## src/rtl/apb_gpio_slave_if.sv

```systemverilog
// APB4 bus bundle between a requester and the GPIO completer.
interface apb_gpio_slave_if #(
  parameter int unsigned ADDR_WIDTH = 32,
  parameter int unsigned DATA_WIDTH = 32
);
  logic                  PSEL;
  logic                  PENABLE;
  logic                  PWRITE;
  logic [ADDR_WIDTH-1:0] PADDR;
  logic [DATA_WIDTH-1:0] PWDATA;
  logic [3:0]            PSTRB;
  logic [2:0]            PPROT;
  logic [DATA_WIDTH-1:0] PRDATA;
  logic                  PREADY;
  logic                  PSLVERR;

  modport master (
    output PSEL, PENABLE, PWRITE, PADDR, PWDATA, PSTRB, PPROT,
    input  PRDATA, PREADY, PSLVERR
  );

  modport slave (
    input  PSEL, PENABLE, PWRITE, PADDR, PWDATA, PSTRB, PPROT,
    output PRDATA, PREADY, PSLVERR
  );
endinterface

```

## src/rtl/apb_gpio_slave.sv

```systemverilog
// APB4 GPIO completer: DOUT/DIR/DIN/IRQ_EN/IRQ_STAT registers, programmable wait states.
// Optional GPIO_PROT_CHECK_EN: unprivileged writes to DIR/IRQ_EN are rejected with PSLVERR.
module apb_gpio_slave #(
  parameter int unsigned DATA_WIDTH  = 32,
  parameter int unsigned ADDR_WIDTH  = 32,
  parameter int unsigned GPIO_WIDTH  = 32,
  parameter int unsigned WAIT_STATES = 1
) (
  input  logic                  PCLK,
  input  logic                  PRESETn,
  apb_gpio_slave_if.slave       bus,
  input  logic [GPIO_WIDTH-1:0] gpio_in,
  output logic [GPIO_WIDTH-1:0] gpio_out,
  output logic [GPIO_WIDTH-1:0] gpio_oe,
  output logic                  irq
);

  localparam logic [2:0] OffDout    = 3'd0;
  localparam logic [2:0] OffDir     = 3'd1;
  localparam logic [2:0] OffDin     = 3'd2;
  localparam logic [2:0] OffIrqEn   = 3'd3;
  localparam logic [2:0] OffIrqStat = 3'd4;

  typedef enum logic [1:0] {StIdle, StWait, StDone} state_e;

  state_e                  r_state;
  logic [2:0]              r_off;
  logic                    r_misal;
  logic                    r_write;
  logic [DATA_WIDTH-1:0]   r_wdata;
  logic [3:0]              r_strb;
  logic [3:0]              r_cnt;
  logic                    r_pready;
  logic                    r_pslverr;
  logic [DATA_WIDTH-1:0]   r_prdata;

  logic [GPIO_WIDTH-1:0]   r_dout, r_dir, r_irq_en, r_irq_stat;
  logic [GPIO_WIDTH-1:0]   r_sync1, r_sync2, r_sync3;
  logic                    r_irq;

  logic                    w_setup, w_misal, w_write, w_err, w_commit;
  logic [2:0]              w_off;
  logic [DATA_WIDTH-1:0]   w_rdata, w_bmask;
  logic [GPIO_WIDTH-1:0]   w_gmask, w_gdata, w_rise, w_clr;
  logic                    w_unused;

  assign w_setup = bus.PSEL & ~bus.PENABLE;

  // In IDLE the decode looks at the live bus so a zero-wait transfer can answer at once.
  assign w_off   = (r_state == StIdle) ? bus.PADDR[4:2] : r_off;
  assign w_misal = (r_state == StIdle) ? (bus.PADDR[1:0] != 2'b00) : r_misal;
  assign w_write = (r_state == StIdle) ? bus.PWRITE : r_write;

`ifdef GPIO_PROT_CHECK_EN
  logic r_priv;
  logic w_priv;
  assign w_priv = (r_state == StIdle) ? bus.PPROT[0] : r_priv;
  assign w_err  = w_misal | (w_off > OffIrqStat) | (w_write & (w_off == OffDin)) |
                  (w_write & ~w_priv & ((w_off == OffDir) | (w_off == OffIrqEn)));
`else
  assign w_err  = w_misal | (w_off > OffIrqStat) | (w_write & (w_off == OffDin));
`endif

  always_comb begin
    w_rdata = '0;
    case (w_off)
      OffDout:    w_rdata[GPIO_WIDTH-1:0] = r_dout;
      OffDir:     w_rdata[GPIO_WIDTH-1:0] = r_dir;
      OffDin:     w_rdata[GPIO_WIDTH-1:0] = r_sync2;
      OffIrqEn:   w_rdata[GPIO_WIDTH-1:0] = r_irq_en;
      OffIrqStat: w_rdata[GPIO_WIDTH-1:0] = r_irq_stat;
      default:    w_rdata = '0;
    endcase
    if (w_err || w_write) w_rdata = '0;
  end

  always_comb begin
    w_bmask = '0;
    for (int b = 0; b < 4; b++) w_bmask[8*b +: 8] = {8{r_strb[b]}};
  end

  assign w_gmask  = w_bmask[GPIO_WIDTH-1:0];
  assign w_gdata  = r_wdata[GPIO_WIDTH-1:0];
  // PSLVERR is still asserted during DONE, so it doubles as the commit veto.
  assign w_commit = (r_state == StDone) & r_write & ~r_pslverr;
  assign w_rise   = r_sync2 & ~r_sync3 & ~r_dir;
  assign w_clr    = (w_commit && r_off == OffIrqStat) ? (w_gdata & w_gmask) : '0;

  always_ff @(posedge PCLK or negedge PRESETn) begin
    if (!PRESETn) begin
      r_state   <= StIdle;
      r_off     <= '0;
      r_misal   <= 1'b0;
      r_write   <= 1'b0;
      r_wdata   <= '0;
      r_strb    <= '0;
      r_cnt     <= '0;
      r_pready  <= 1'b0;
      r_pslverr <= 1'b0;
      r_prdata  <= '0;
`ifdef GPIO_PROT_CHECK_EN
      r_priv    <= 1'b0;
`endif
    end else begin
      unique case (r_state)
        StIdle: begin
          if (w_setup) begin
            r_off   <= bus.PADDR[4:2];
            r_misal <= bus.PADDR[1:0] != 2'b00;
            r_write <= bus.PWRITE;
            r_wdata <= bus.PWDATA;
            r_strb  <= bus.PSTRB;
`ifdef GPIO_PROT_CHECK_EN
            r_priv  <= bus.PPROT[0];
`endif
            if (WAIT_STATES == 0) begin
              r_pready  <= 1'b1;
              r_prdata  <= w_rdata;
              r_pslverr <= w_err;
              r_state   <= StDone;
            end else begin
              r_cnt   <= 4'(WAIT_STATES - 1);
              r_state <= StWait;
            end
          end
        end
        StWait: begin
          if (!bus.PSEL) begin
            r_state <= StIdle;
          end else if (bus.PENABLE) begin
            if (r_cnt == 4'd0) begin
              r_pready  <= 1'b1;
              r_prdata  <= w_rdata;
              r_pslverr <= w_err;
              r_state   <= StDone;
            end else begin
              r_cnt <= r_cnt - 4'd1;
            end
          end
        end
        StDone: begin
          r_pready  <= 1'b0;
          r_prdata  <= '0;
          r_pslverr <= 1'b0;
          r_state   <= StIdle;
        end
        default: r_state <= StIdle;
      endcase
    end
  end

  always_ff @(posedge PCLK or negedge PRESETn) begin
    if (!PRESETn) begin
      r_dout     <= '0;
      r_dir      <= '0;
      r_irq_en   <= '0;
      r_irq_stat <= '0;
      r_sync1    <= '0;
      r_sync2    <= '0;
      r_sync3    <= '0;
      r_irq      <= 1'b0;
    end else begin
      r_sync1 <= gpio_in;
      r_sync2 <= r_sync1;
      r_sync3 <= r_sync2;
      if (w_commit && r_off == OffDout)  r_dout   <= (r_dout & ~w_gmask) | (w_gdata & w_gmask);
      if (w_commit && r_off == OffDir)   r_dir    <= (r_dir & ~w_gmask) | (w_gdata & w_gmask);
      if (w_commit && r_off == OffIrqEn) r_irq_en <= (r_irq_en & ~w_gmask) | (w_gdata & w_gmask);
      // A new edge in the same cycle as a W1C clear keeps the bit set.
      r_irq_stat <= (r_irq_stat & ~w_clr) | w_rise;
      r_irq      <= |(r_irq_stat & r_irq_en);
    end
  end

  assign bus.PREADY  = r_pready;
  assign bus.PSLVERR = r_pslverr;
  assign bus.PRDATA  = r_prdata;
  assign gpio_out    = r_dout;
  assign gpio_oe     = r_dir;
  assign irq         = r_irq;

  assign w_unused = ^{bus.PADDR[ADDR_WIDTH-1:5], bus.PPROT};

endmodule

```

## src/flat_wrapper.sv

```systemverilog
// flat-port wrapper written by rule: the top's interface ports become plain ports
module apb_gpio_slave_flat 
#(
  parameter int unsigned DATA_WIDTH  = 32,
  parameter int unsigned ADDR_WIDTH  = 32,
  parameter int unsigned GPIO_WIDTH  = 32,
  parameter int unsigned WAIT_STATES = 1
)
  (PCLK, PRESETn, gpio_in, gpio_out, gpio_oe, irq, bus_PSEL, bus_PENABLE, bus_PWRITE, bus_PADDR, bus_PWDATA, bus_PSTRB, bus_PPROT, bus_PRDATA, bus_PREADY, bus_PSLVERR);
  apb_gpio_slave_if #(.ADDR_WIDTH(ADDR_WIDTH), .DATA_WIDTH(DATA_WIDTH)) bus_i ();
  input  logic PCLK;
  input  logic PRESETn;
  input  logic [GPIO_WIDTH-1:0] gpio_in;
  output logic [GPIO_WIDTH-1:0] gpio_out;
  output logic [GPIO_WIDTH-1:0] gpio_oe;
  output logic irq;
  input wire logic [$bits(bus_i.PSEL)-1:0] bus_PSEL;
  input wire logic [$bits(bus_i.PENABLE)-1:0] bus_PENABLE;
  input wire logic [$bits(bus_i.PWRITE)-1:0] bus_PWRITE;
  input wire logic [$bits(bus_i.PADDR)-1:0] bus_PADDR;
  input wire logic [$bits(bus_i.PWDATA)-1:0] bus_PWDATA;
  input wire logic [$bits(bus_i.PSTRB)-1:0] bus_PSTRB;
  input wire logic [$bits(bus_i.PPROT)-1:0] bus_PPROT;
  output wire logic [$bits(bus_i.PRDATA)-1:0] bus_PRDATA;
  output wire logic [$bits(bus_i.PREADY)-1:0] bus_PREADY;
  output wire logic [$bits(bus_i.PSLVERR)-1:0] bus_PSLVERR;
  assign bus_i.PSEL = bus_PSEL;
  assign bus_i.PENABLE = bus_PENABLE;
  assign bus_i.PWRITE = bus_PWRITE;
  assign bus_i.PADDR = bus_PADDR;
  assign bus_i.PWDATA = bus_PWDATA;
  assign bus_i.PSTRB = bus_PSTRB;
  assign bus_i.PPROT = bus_PPROT;
  assign bus_PRDATA = bus_i.PRDATA;
  assign bus_PREADY = bus_i.PREADY;
  assign bus_PSLVERR = bus_i.PSLVERR;
  apb_gpio_slave #(.DATA_WIDTH(DATA_WIDTH), .ADDR_WIDTH(ADDR_WIDTH), .GPIO_WIDTH(GPIO_WIDTH), .WAIT_STATES(WAIT_STATES)) u_core (.PCLK(PCLK), .PRESETn(PRESETn), .bus(bus_i), .gpio_in(gpio_in), .gpio_out(gpio_out), .gpio_oe(gpio_oe), .irq(irq));
endmodule
```

## config.mk

```make
export PLATFORM = sky130hd
export DESIGN_NAME = apb_gpio_slave_flat
export DESIGN_NICKNAME = d
export VERILOG_FILES = /design/src/rtl/apb_gpio_slave_if.sv /design/src/rtl/apb_gpio_slave.sv /design/src/flat_wrapper.sv
export SDC_FILE = /design/constraint.sdc
export NUM_CORES = 1
export LEC_CHECK = 0
export ABC_AREA = 0
export BUFFER_PORTS_ARGS = -buffer_cell sky130_fd_sc_hd__buf_4
export CAP_MARGIN = 30
export CORE_ASPECT_RATIO = 2
export CORE_MARGIN = 2
export CORE_UTILIZATION = 35
export DETAILED_ROUTE_END_ITERATION = 16
export PLACE_DENSITY = 0.54
export SLEW_MARGIN = 20
export SYNTH_ARGS = -nofsm -noshare
export SYNTH_HDL_FRONTEND = slang
export SYNTH_SLANG_ARGS = --single-unit
```

## constraint.sdc

```tcl
create_clock -name PCLK -period 2.1 [get_ports PCLK]
set_input_delay 0.63 -clock PCLK [delete_from_list [all_inputs] [get_ports PCLK]]
set_output_delay 0.63 -clock PCLK [all_outputs]
set_load 0.02 [all_outputs]
```

# Word level (Yosys, flattened, before mapping)

Index checks and enable logic that the tools add are counted.
W data, S select, Z words.

Register bits after elaboration: 306
Latch bits: 0
Bits in writable memories: 0
ROM bits: 0
Input bits: 108
Output and inout bits: 99
Word-level logic and storage cells: 105
Memories kept: 0

$add $sub $neg: 1
$mul: 0
Div/mod/pow operators: 0
$lt $le $gt $ge: 1
Eq/ne operators: 16
Shifts and indexed selects: 0
Muxes and demuxes: 28
Bitwise operators: 24
Reduce and logical (&&, ||, !) cells: 17

Operators with widths:

| kind                 | number |
|---|---|
| $and A32 B32 Y32     | 8 |
| $mux W32             | 5 |
| $pmux W32 S5         | 1 |
| $not A32 Y32         | 4 |
| $or A32 B32 Y32      | 4 |
| $pmux W32 S2         | 1 |
| $reduce_or A32 Y1    | 1 |
| $mux W4              | 4 |
| $eq A3 B2 Y1 const B | 3 |
| $mux W1              | 8 |
| $mux W2              | 4 |
| $pmux W4 S2          | 1 |
| $eq A3 B1 Y1 const B | 2 |
| $eq A3 B3 Y1 const B | 2 |
| $logic_not A3 Y1     | 2 |
| $ne A2 B2 Y1 const B | 3 |
| $reduce_bool A2 Y1   | 3 |
| $reduce_and A5 Y1    | 1 |
| $and A1 B1 Y1        | 4 |
| $logic_and A1 B1 Y1  | 4 |
| $logic_not A4 Y1     | 1 |
| $ne A2 B1 Y1 const B | 2 |
| $pmux W1 S2          | 2 |
| $pmux W2 S2          | 1 |
| other kinds (14)     | 16 |

# Longest topological paths before layout

Gate-level depths: netlist (run 1).

Word-level depth: 11
Gate-level depth with buffers: 9
Mapped depth without buffers: 7

# Worst setup path before layout (run 1)

Ideal clock, no wire load.

Path type: reg-to-reg
Start: reg u_core.r_cnt[0]
End: reg u_core.r_prdata[10], in the netlist u_core.bus.PRDATA[10]
Library setup time: 132 ps
Arrival time: 1819 ps
Required time: 1968 ps
Setup slack: 148 ps
Cell stages (with the launch flop): 10
Path buffers: 2
Period minus slack after synthesis: 1952 ps
Path through: dfrtp_1 -> inv_1 -> ha_1 -> nor4bb_1 -> nand2_1 -> and2_1 -> clkbuf_1 -> clkbuf_1 -> nand2_1 -> o21ai_1

Cells in the longest elaborated chain, start to end: 3

RTL lines:

| element                     | RTL line              | text |
|---|---|---|
| from (decl)                 | apb_gpio_slave.sv:32  | `logic [3:0] r_cnt;` |
| from (signal assigned)      | apb_gpio_slave.sv:122 | `r_cnt <= 4'(WAIT_STATES - 1);` |
| from (signal assigned)      | apb_gpio_slave.sv:137 | `r_cnt <= r_cnt - 4'd1;` |
| $logic_not A4 Y1            | apb_gpio_slave.sv:131 | `if (r_cnt == 4'd0) begin` |
| $ne A2 B1 Y1 (no line)      | -                     |  |
| $reduce_and A4 Y1 (no line) | -                     |  |
| to (signal assigned)        | apb_gpio_slave.sv:118 | `r_prdata <= w_rdata;` |
| to (signal assigned)        | apb_gpio_slave.sv:133 | `r_prdata <= w_rdata;` |
| to (decl)                   | apb_gpio_slave.sv:35  | `logic [DATA_WIDTH-1:0] r_prdata;` |

No other way between the ends.
A chain may end at the register's enable or synchronous reset.

==> run_summary.xml, run 1 <==
<?xml version="1.0" encoding="UTF-8"?>
<metrics>
  <group name="outcome">
    <metric name="outcome" unit="">complete, no violations</metric>
  </group>
  <group name="detailed_routing">
    <metric name="route.detailed.wl_per_inst" unit="µm">22.81</metric>
    <metric name="postRouteWirelength" unit="mm">36.79</metric>
    <metric name="post_drt_via_cell_ratio" unit="">5.307</metric>
    <metric name="detailroute.via_count" unit="">8560</metric>
    <metric name="drt.antenna.violating_nets" unit="">0</metric>
    <metric name="drcViolationCount" unit="">0</metric>
    <metric name="count_of_routing_violations_after_the_opening_detailed_route_iteration" unit="">469</metric>
    <metric name="drt_pass1_iterations" unit="">4</metric>
  </group>
  <group name="global_routing">
    <metric name="grt_overflow_total" unit="">0</metric>
    <metric name="grt_first_pass_wirelength" unit="mm">55.76</metric>
    <metric name="grt_util_all_layers" unit="">0.2084</metric>
    <metric name="grt_max_degree" unit="">66</metric>
    <metric name="first_global_vias" unit="">9145</metric>
    <metric name="initial_antenna_violation_count" unit="">0</metric>
  </group>
  <group name="layout">
    <metric name="finish.cell_count_without_fillers" unit="">1613</metric>
    <metric name="antenna_cells" unit="">0</metric>
    <metric name="proportion_of_layout_cells_with_a_drive_suffix_above_1" unit="">0.3951</metric>
    <metric name="fillers" unit="">3111</metric>
    <metric name="layout.nets" unit="">1266</metric>
    <metric name="area.sequential" unit="µm²">7659</metric>
    <metric name="layout-area-overhead-vs-synth" unit="%">30.89</metric>
    <metric name="multi_input_comb_area" unit="µm²">4110</metric>
  </group>
  <group name="sta">
    <metric name="final_hold_vios" unit="">0</metric>
    <metric name="layout_setup_ws" unit="ns">0.06617</metric>
    <metric name="count_of_pins_over_their_slew_limit" unit="">0</metric>
    <metric name="timing_worst_slew_pin_value" unit="ns">0.4855</metric>
    <metric name="fin_crit" unit="ns">2.034</metric>
    <metric name="max-slew-margin-rel" unit="">0.6763</metric>
    <metric name="final.setup_skew" unit="ns">0.02164</metric>
    <metric name="fmax" unit="GHz">0.4917</metric>
    <metric name="min_period_over_period" unit="">0.9685</metric>
    <metric name="rsz0062_at_grt" unit="">yes</metric>
    <metric name="timing.final.setup_violations" unit="">0</metric>
  </group>
  <group name="power_and_ir_drop">
    <metric name="psw" unit="µW">4729</metric>
    <metric name="p_sw_frac" unit="">0.2992</metric>
    <metric name="pwr-share-seq" unit="">0.460</metric>
    <metric name="p_int" unit="µW">11080</metric>
    <metric name="power.leakage" unit="µW">0.007061</metric>
    <metric name="clock_power_share" unit="">0.338</metric>
    <metric name="power_density" unit="nW/µm²">1015</metric>
    <metric name="power_frac_comb" unit="">0.202</metric>
    <metric name="peakVddDrop" unit="mV">0.6944</metric>
  </group>
  <group name="yosys">
    <metric name="yosysTopAreaCellShare" unit="">0.6436</metric>
    <metric name="synthTopCellsByCount" unit="">306 x dfrtp_1, 133 x mux2_2, 81 x nand2_1</metric>
    <metric name="synthFlopType" unit="">dfrtp_1</metric>
    <metric name="syn_inst" unit="">909</metric>
    <metric name="synthDistinctLibCells" unit="">46</metric>
    <metric name="synth_top_cells_by_area" unit="">dfrtp_1 64%, mux2_2 13%, a22o_1 4.7%</metric>
    <metric name="asyncSetResetFlopFracSynth" unit="">1.000</metric>
    <metric name="synth-edff-count" unit="">0</metric>
    <metric name="synth_area_leader_cell" unit="">dfrtp_1</metric>
    <metric name="synth_most_common_cell" unit="">dfrtp_1</metric>
    <metric name="synth.yosys.seq_area_share" unit="">0.6436</metric>
    <metric name="ys_ff_latch" unit="">306</metric>
    <metric name="synthesis.yosys.warnings" unit="">0</metric>
    <metric name="avgSynthCellArea" unit="µm²">13.09</metric>
    <metric name="synthesis.nets" unit="">1019</metric>
    <metric name="synth.cell_area" unit="µm²">11900</metric>
  </group>
  <group name="hold_path">
    <metric name="worst_hold_path_type" unit="">in -&gt; reg</metric>
  </group>
  <group name="critical_path">
    <metric name="worstSetupPathType" unit="">reg -&gt; reg</metric>
    <metric name="setup.reg_to_reg.worst_slack" unit="ns">0.07</metric>
    <metric name="crit_start" unit="">u_core.r_state[0]$_DFFE_PN0P_</metric>
    <metric name="crit_top_cell" unit="">buf_4</metric>
    <metric name="setup.worst_path.start_class" unit="">flop</metric>
    <metric name="cp-end-kind" unit="">flop</metric>
    <metric name="r2r_cells" unit="">7</metric>
    <metric name="worstPathMaxFanout" unit="">6</metric>
    <metric name="cp_slowest_cell" unit="">dfrtp_1</metric>
    <metric name="cell_breakdown_of_the_critical_path" unit="">nand4bb_4 -&gt; or2_2 -&gt; nor3_2 -&gt; buf_4 -&gt; nand2_1 -&gt; buf_4 -&gt; mux2_2</metric>
    <metric name="timing.rr.start" unit="">u_core.r_state[0]$_DFFE_PN0P_</metric>
    <metric name="critical_path.max_stage_delay" unit="ns">0.43</metric>
    <metric name="worst-endpoint-arrival" unit="ns">2.47</metric>
    <metric name="cp.required" unit="ns">2.54</metric>
  </group>
  <group name="clock_tree">
    <metric name="cts_made_buffers" unit="">29</metric>
    <metric name="deepest_clock_path_buffer_count" unit="">3</metric>
    <metric name="cts_setup_buffers" unit="">0</metric>
    <metric name="cts_tree" unit="">built</metric>
    <metric name="htree_num_levels" unit="">1</metric>
    <metric name="clock_insertion_delay_worst_skew" unit="ns">0.57</metric>
    <metric name="clkSlewWorstSetupHoldPaths" unit="ns">0.07</metric>
    <metric name="ctsRootBufferMaster" unit="">clkbuf_16</metric>
    <metric name="clock_sinks" unit="">306</metric>
  </group>
  <group name="placed_design">
    <metric name="routabilityCongestion" unit="">0.8332</metric>
    <metric name="place_inst" unit="">1560</metric>
    <metric name="placement.setup.worst_slack" unit="ns">-0.1204</metric>
    <metric name="numPortBuffers" unit="">176</metric>
    <metric name="detailedPlacementHpwl" unit="mm">26.61</metric>
  </group>
  <group name="die">
    <metric name="die-area" unit="µm²">35570</metric>
    <metric name="start_util" unit="">0.3549</metric>
    <metric name="die_width" unit="µm">134.4</metric>
    <metric name="io_pins" unit="">207</metric>
    <metric name="chipHeight" unit="µm">264.7</metric>
    <metric name="row_count" unit="">95</metric>
    <metric name="core_area" unit="µm²">33520</metric>
  </group>
  <group name="flow_run">
    <metric name="max_cap_violations" unit="">0</metric>
  </group>
</metrics>
## cell usage in the layout (no fill, tap or decap), drive strengths merged, types with 3 or more instances in the layout
cell type	n
a21oi	33
a221oi	32
a22o	64
a22oi	16
and2	5
buf	261
clkbuf	44
clkinv	5
dfrtp	306
inv	4
mux2	136
nand2	81
nand2b	3
nand3	35
nand4	5
nor2	42
o21ai	72
## power groups by stage
stage / Combinational, µW / Sequential (µW) / Clock [µW]
after detailed placement: 3130 / 7370 / 0
after floorplan: 1560 / 7230 / 0
after CTS: 3160 / 7270 / 5460
final: 3200 / 7270 / 5340
after global routing: 3430 / 7360 / 5690
after global placement: 3080 / 7360 / 0
## layer usage
layer,global-route usage,share of wire
met5,0,0
met4,0.09104,0.040
met3,0.02544,0.046
met2,0.3764,0.54
met1,0.2459,0.37
## layout make-up
cell class                 instances  area share
sequential                       306      0.4918
clock buffer                      44     0.05729
inverter                           2   0.0004821
clock inverter                     8    0.005062
multi-input combinational        555      0.2639
timing repair buffer             262      0.1464
tap                              436     0.03503
## metrics by stage
| stage | hold slack [ns] | TNS, ns | instance area, µm² | total power, µW | util |
|---|---|---|---|---|---|
| detailed placement | 0.3347 | -2.861 | 14500 | 10500 | 0.4324 |
| global route | 0.1454 | -0.008111 | 15570 | 16490 | 0.4646 |
| CTS | 0.1419 | 0 | 15500 | 15890 | 0.4624 |
| finish | 0.1653 | 0 | 15570 | 15810 | 0.4646 |
| floorplan | 0.3312 | 0 | 11900 | 8792 | - |
| global placement | 0.3327 | -1.952 | 14500 | 10440 | 0.4324 |
## kinds of logic after synthesis
kind of cell / Yosys count / synth area share
buffers and inverters: 48 / 0.01945
adder cells (fa/ha/maj): 2 / 0.002103
XOR/XNOR: 2 / 0.001473
multiplexers: 137 / 0.1296
AND/OR/NAND/NOR: 190 / 0.07372
AO/OA/AOI/OAI: 224 / 0.1301
flip-flops: 306 / 0.6436
## repair_timing
item	4_1_cts	5_1_grt
endpoints found under the hold margin	38	0
setup endpoints to repair	63	35
pin swaps	0	0
hold buffers	1	0
resized for setup	3	14
## how the worst min path moves through the flow
stage                                       from                      endpoint  cells past startpoint
finish                               gpio_in[19]  u_core.r_sync1[19]$_DFF_PN0_                      1
global route                         gpio_in[20]  u_core.r_sync1[20]$_DFF_PN0_                      1
CTS                                  gpio_in[20]  u_core.r_sync1[20]$_DFF_PN0_                      1
detailed placement  u_core.r_sync1[10]$_DFF_PN0_  u_core.r_sync2[10]$_DFF_PN0_                      0
global placement     u_core.r_sync1[2]$_DFF_PN0_   u_core.r_sync2[2]$_DFF_PN0_                      0
floorplan                                PRESETn                     async pin                      0
## critical path: cells and delay by family (launching register included)
kind,cells,cell delay (ns)
simple gates,4,0.86
flops,1,0.43
buf+inv,2,0.34
mux,1,0.27
Note: power is estimated with default switching activity, not from simulation.
==> run 2, diff against run 1 <==
clock period = 1.8 ns   (was 2.1 ns; I/O delays follow)
==> run 2 against run 1 <==
The run now ends with setup timing left. Total power increased by 31%. Core utilization increased by 4.6 points. Sequential cell count unchanged. Critical path type unchanged. Wire length increased by 7.3%. Via count increased by 3.1%. Global-route usage increased by 1.2 points. Largest cell class unchanged. Combinational power increased by 67%. Clock-buffer cell count decreased by 10.
==> run_summary.xml, run 2 (synthesis gave the netlist of run 1 again) <==
<?xml version="1.0" encoding="UTF-8"?>
<metrics>
  <group name="clock_tree">
    <metric name="cts_tree" unit="">built</metric>
    <metric name="cts_made_buffers" unit="">28</metric>
    <metric name="ctsRootBufferMaster" unit="">clkbuf_16</metric>
    <metric name="clock_insertion_delay_worst_skew" unit="ns">0.57</metric>
    <metric name="deepest_clock_path_buffer_count" unit="">3</metric>
    <metric name="htree_num_levels" unit="">1</metric>
    <metric name="clock_sinks" unit="">306</metric>
    <metric name="clkSlewWorstSetupHoldPaths" unit="ns">0.07</metric>
  </group>
  <group name="power_and_ir_drop">
    <metric name="power_density" unit="nW/µm²">1214</metric>
    <metric name="clock_power_share" unit="">0.327</metric>
    <metric name="p_int" unit="µW">14530</metric>
    <metric name="power.leakage" unit="µW">0.007657</metric>
    <metric name="peakVddDrop" unit="mV">0.9054</metric>
    <metric name="p_sw_frac" unit="">0.3003</metric>
    <metric name="psw" unit="µW">6235</metric>
    <metric name="power_frac_comb" unit="">0.257</metric>
    <metric name="pwr-share-seq" unit="">0.417</metric>
    <metric name="power" unit="µW">20760</metric>
  </group>
  <group name="layout">
    <metric name="final_cell_mix" unit="">303 x dfrtp_1, 226 x buf_4, 92 x mux2_2, 61 x a22o_1, 45 x o21ai_1</metric>
    <metric name="finish.cell_count_without_fillers" unit="">1637</metric>
    <metric name="antenna_cells" unit="">0</metric>
    <metric name="fillers" unit="">2946</metric>
    <metric name="stdcell_area" unit="µm²">17100</metric>
    <metric name="layout.cells.most_common" unit="">dfrtp_1</metric>
    <metric name="proportion_of_layout_cells_with_a_drive_suffix_above_1" unit="">0.5087</metric>
    <metric name="layout-area-overhead-vs-synth" unit="%">43.72</metric>
    <metric name="layout.nets" unit="">1294</metric>
  </group>
  <group name="sta">
    <metric name="count_of_pins_over_their_slew_limit" unit="">0</metric>
    <metric name="fmax" unit="GHz">0.5092</metric>
    <metric name="timing.final.setup_violations" unit="">123</metric>
    <metric name="max-slew-margin-rel" unit="">0.6333</metric>
    <metric name="min_period_over_period" unit="">1.091</metric>
    <metric name="final.setup_skew" unit="ns">0.02089</metric>
    <metric name="final_hold_vios" unit="">0</metric>
    <metric name="fin_crit" unit="ns">1.964</metric>
    <metric name="layout_setup_ws" unit="ns">-0.1638</metric>
    <metric name="fin_setup_tns" unit="ns">-8.804</metric>
    <metric name="timing_worst_slew_pin_value" unit="ns">0.5500</metric>
    <metric name="rsz0062_at_grt" unit="">yes</metric>
  </group>
  <group name="critical_path">
    <metric name="rr_endpoint" unit="">u_core.bus.PRDATA[11]$_DFFE_PN0P_</metric>
    <metric name="r2r_cells" unit="">9</metric>
    <metric name="critical_path.max_stage_delay" unit="ns">0.50</metric>
    <metric name="cp-end-kind" unit="">flop</metric>
    <metric name="crit_top_cell" unit="">buf_12</metric>
    <metric name="cp.required" unit="ns">2.30</metric>
    <metric name="setup.worst_path.start_class" unit="">flop</metric>
    <metric name="crit_start" unit="">u_core.r_state[1]$_DFFE_PN0P_</metric>
    <metric name="worst-endpoint-arrival" unit="ns">2.46</metric>
    <metric name="worstPathMaxFanout" unit="">4</metric>
    <metric name="setup.reg_to_reg.worst_slack" unit="ns">-0.16</metric>
    <metric name="worstSetupPathType" unit="">reg -&gt; reg</metric>
    <metric name="timing.rr.start" unit="">u_core.r_state[1]$_DFFE_PN0P_</metric>
    <metric name="cp_slowest_cell" unit="">or4b_4</metric>
    <metric name="cell_breakdown_of_the_critical_path" unit="">buf_6 -&gt; or4b_4 -&gt; o21ai_4 -&gt; buf_12 -&gt; buf_12 -&gt; buf_16 -&gt; a22o_1 -&gt; a221oi_2 -&gt; o21ai_1</metric>
  </group>
  <group name="die">
    <metric name="die-area" unit="µm²">35570</metric>
    <metric name="chipHeight" unit="µm">264.7</metric>
    <metric name="core_area" unit="µm²">33520</metric>
    <metric name="row_count" unit="">95</metric>
    <metric name="start_util" unit="">0.3549</metric>
    <metric name="die_width" unit="µm">134.4</metric>
    <metric name="io_pins" unit="">207</metric>
  </group>
  <group name="outcome">
    <metric name="outcome" unit="">finished with violations</metric>
    <metric name="failing_checks" unit="">setup timing</metric>
  </group>
  <group name="hold_path">
    <metric name="worst_hold_path.endpoint" unit="">u_core.r_sync1[16]$_DFF_PN0_</metric>
    <metric name="hold-path-cell-count" unit="">1</metric>
    <metric name="worst_hold_path_type" unit="">in -&gt; reg</metric>
    <metric name="hold_path.startpoint" unit="">gpio_in[16]</metric>
  </group>
  <group name="global_routing">
    <metric name="grt_overflow_total" unit="">0</metric>
    <metric name="grt_max_degree" unit="">65</metric>
    <metric name="first_global_vias" unit="">9442</metric>
    <metric name="grt_util_all_layers" unit="">0.2205</metric>
    <metric name="initial_antenna_violation_count" unit="">0</metric>
    <metric name="grt_first_pass_wirelength" unit="mm">58.81</metric>
  </group>
  <group name="detailed_routing">
    <metric name="count_of_routing_violations_after_the_opening_detailed_route_iteration" unit="">535</metric>
    <metric name="drt.antenna.violating_nets" unit="">0</metric>
    <metric name="postRouteWirelength" unit="mm">39.48</metric>
    <metric name="post_drt_via_cell_ratio" unit="">5.392</metric>
    <metric name="route.detailed.wl_per_inst" unit="µm">24.12</metric>
    <metric name="drcViolationCount" unit="">0</metric>
    <metric name="detailroute.via_count" unit="">8827</metric>
    <metric name="drt_pass1_iterations" unit="">5</metric>
  </group>
  <group name="placed_design">
    <metric name="numPortBuffers" unit="">176</metric>
    <metric name="place_inst" unit="">1572</metric>
    <metric name="placement.cell_area" unit="µm²">14690</metric>
    <metric name="routabilityCongestion" unit="">0.8617</metric>
    <metric name="detailedPlacementHpwl" unit="mm">27.07</metric>
  </group>
  <group name="flow_run">
    <metric name="max_cap_violations" unit="">0</metric>
  </group>
</metrics>
-- run 2: power by group through the flow --
stage,logic (µW),clock network (µW),registers [µW]
after CTS,4820,6920,8560
after global routing,5650,7190,8750
after floorplan,1840,0,8450
after detailed placement,3940,0,8600
final,5330,6790,8650
after global placement,3890,0,8590
-- run 2: per-stage QoR --
stage,hold WS [ns],worst slack [ns],utilization
final,0.07459,-0.1638,0.5101
after global routing,0.05967,-0.2109,0.5101
after CTS,0.05108,-0.1364,0.4963
after detailed placement,0.3356,-0.3419,0.4383
after global placement,0.3316,-0.3371,0.4383
after floorplan,0.2444,-0.04064,-
-- run 2: cell type report --
| class | count | area, µm² | share of cell area |
|---|---|---|---|
| Clock buffer | 34 | 763.2 | 0.04464 |
| Clock inverter | 13 | 282.8 | 0.01654 |
| Inverter | 2 | 7.507 | 0.0004390 |
| Multi-Input combinational cell | 555 | 5056 | 0.2957 |
| Sequential cell | 306 | 7661 | 0.4480 |
| Tap cell | 436 | 545.5 | 0.03190 |
| Timing Repair Buffer | 291 | 2783 | 0.1627 |
-- run 2: how the worst max path moves through the flow --
stage                                        endpoint  slack [ns]  cells past startpoint
floorplan                                        flop       -0.04                      5
global placement    u_core.bus.PRDATA[22]$_DFFE_PN0P_       -0.34                      8
detailed placement  u_core.bus.PRDATA[14]$_DFFE_PN0P_       -0.34                      7
CTS                 u_core.bus.PRDATA[30]$_DFFE_PN0P_       -0.14                      8
global route        u_core.bus.PRDATA[25]$_DFFE_PN0P_       -0.21                      9
finish              u_core.bus.PRDATA[11]$_DFFE_PN0P_       -0.16                      9
-- run 2: what timing repair did --
item / CTS / global route
resized for setup: 158 / 141
setup endpoints to repair: 202 / 202
hold endpoints to repair: 30 / 0
hold buffers: 1 / 0
cloned: 6 / 3
pin swaps: 30 / 96
setup buffers: 27 / 5
-- run 2: routing by layer --
layer | global-route usage | up-vias | wire, µm
met5 | 0 | - | 0
met4 | 0.08962 | 0 | 1573
met3 | 0.02371 | 70 | 1775
met2 | 0.4086 | 298 | 21390
met1 | 0.2559 | 4572 | 14740
li1 | - | 3887 | -
-- run 2: critical path, delay by kind of cell (launching register included) --
kind            cells  cell delay, ns
compound gates      4            0.47
buf+inv             4            0.51
flops               1            0.42
simple gates        1            0.50
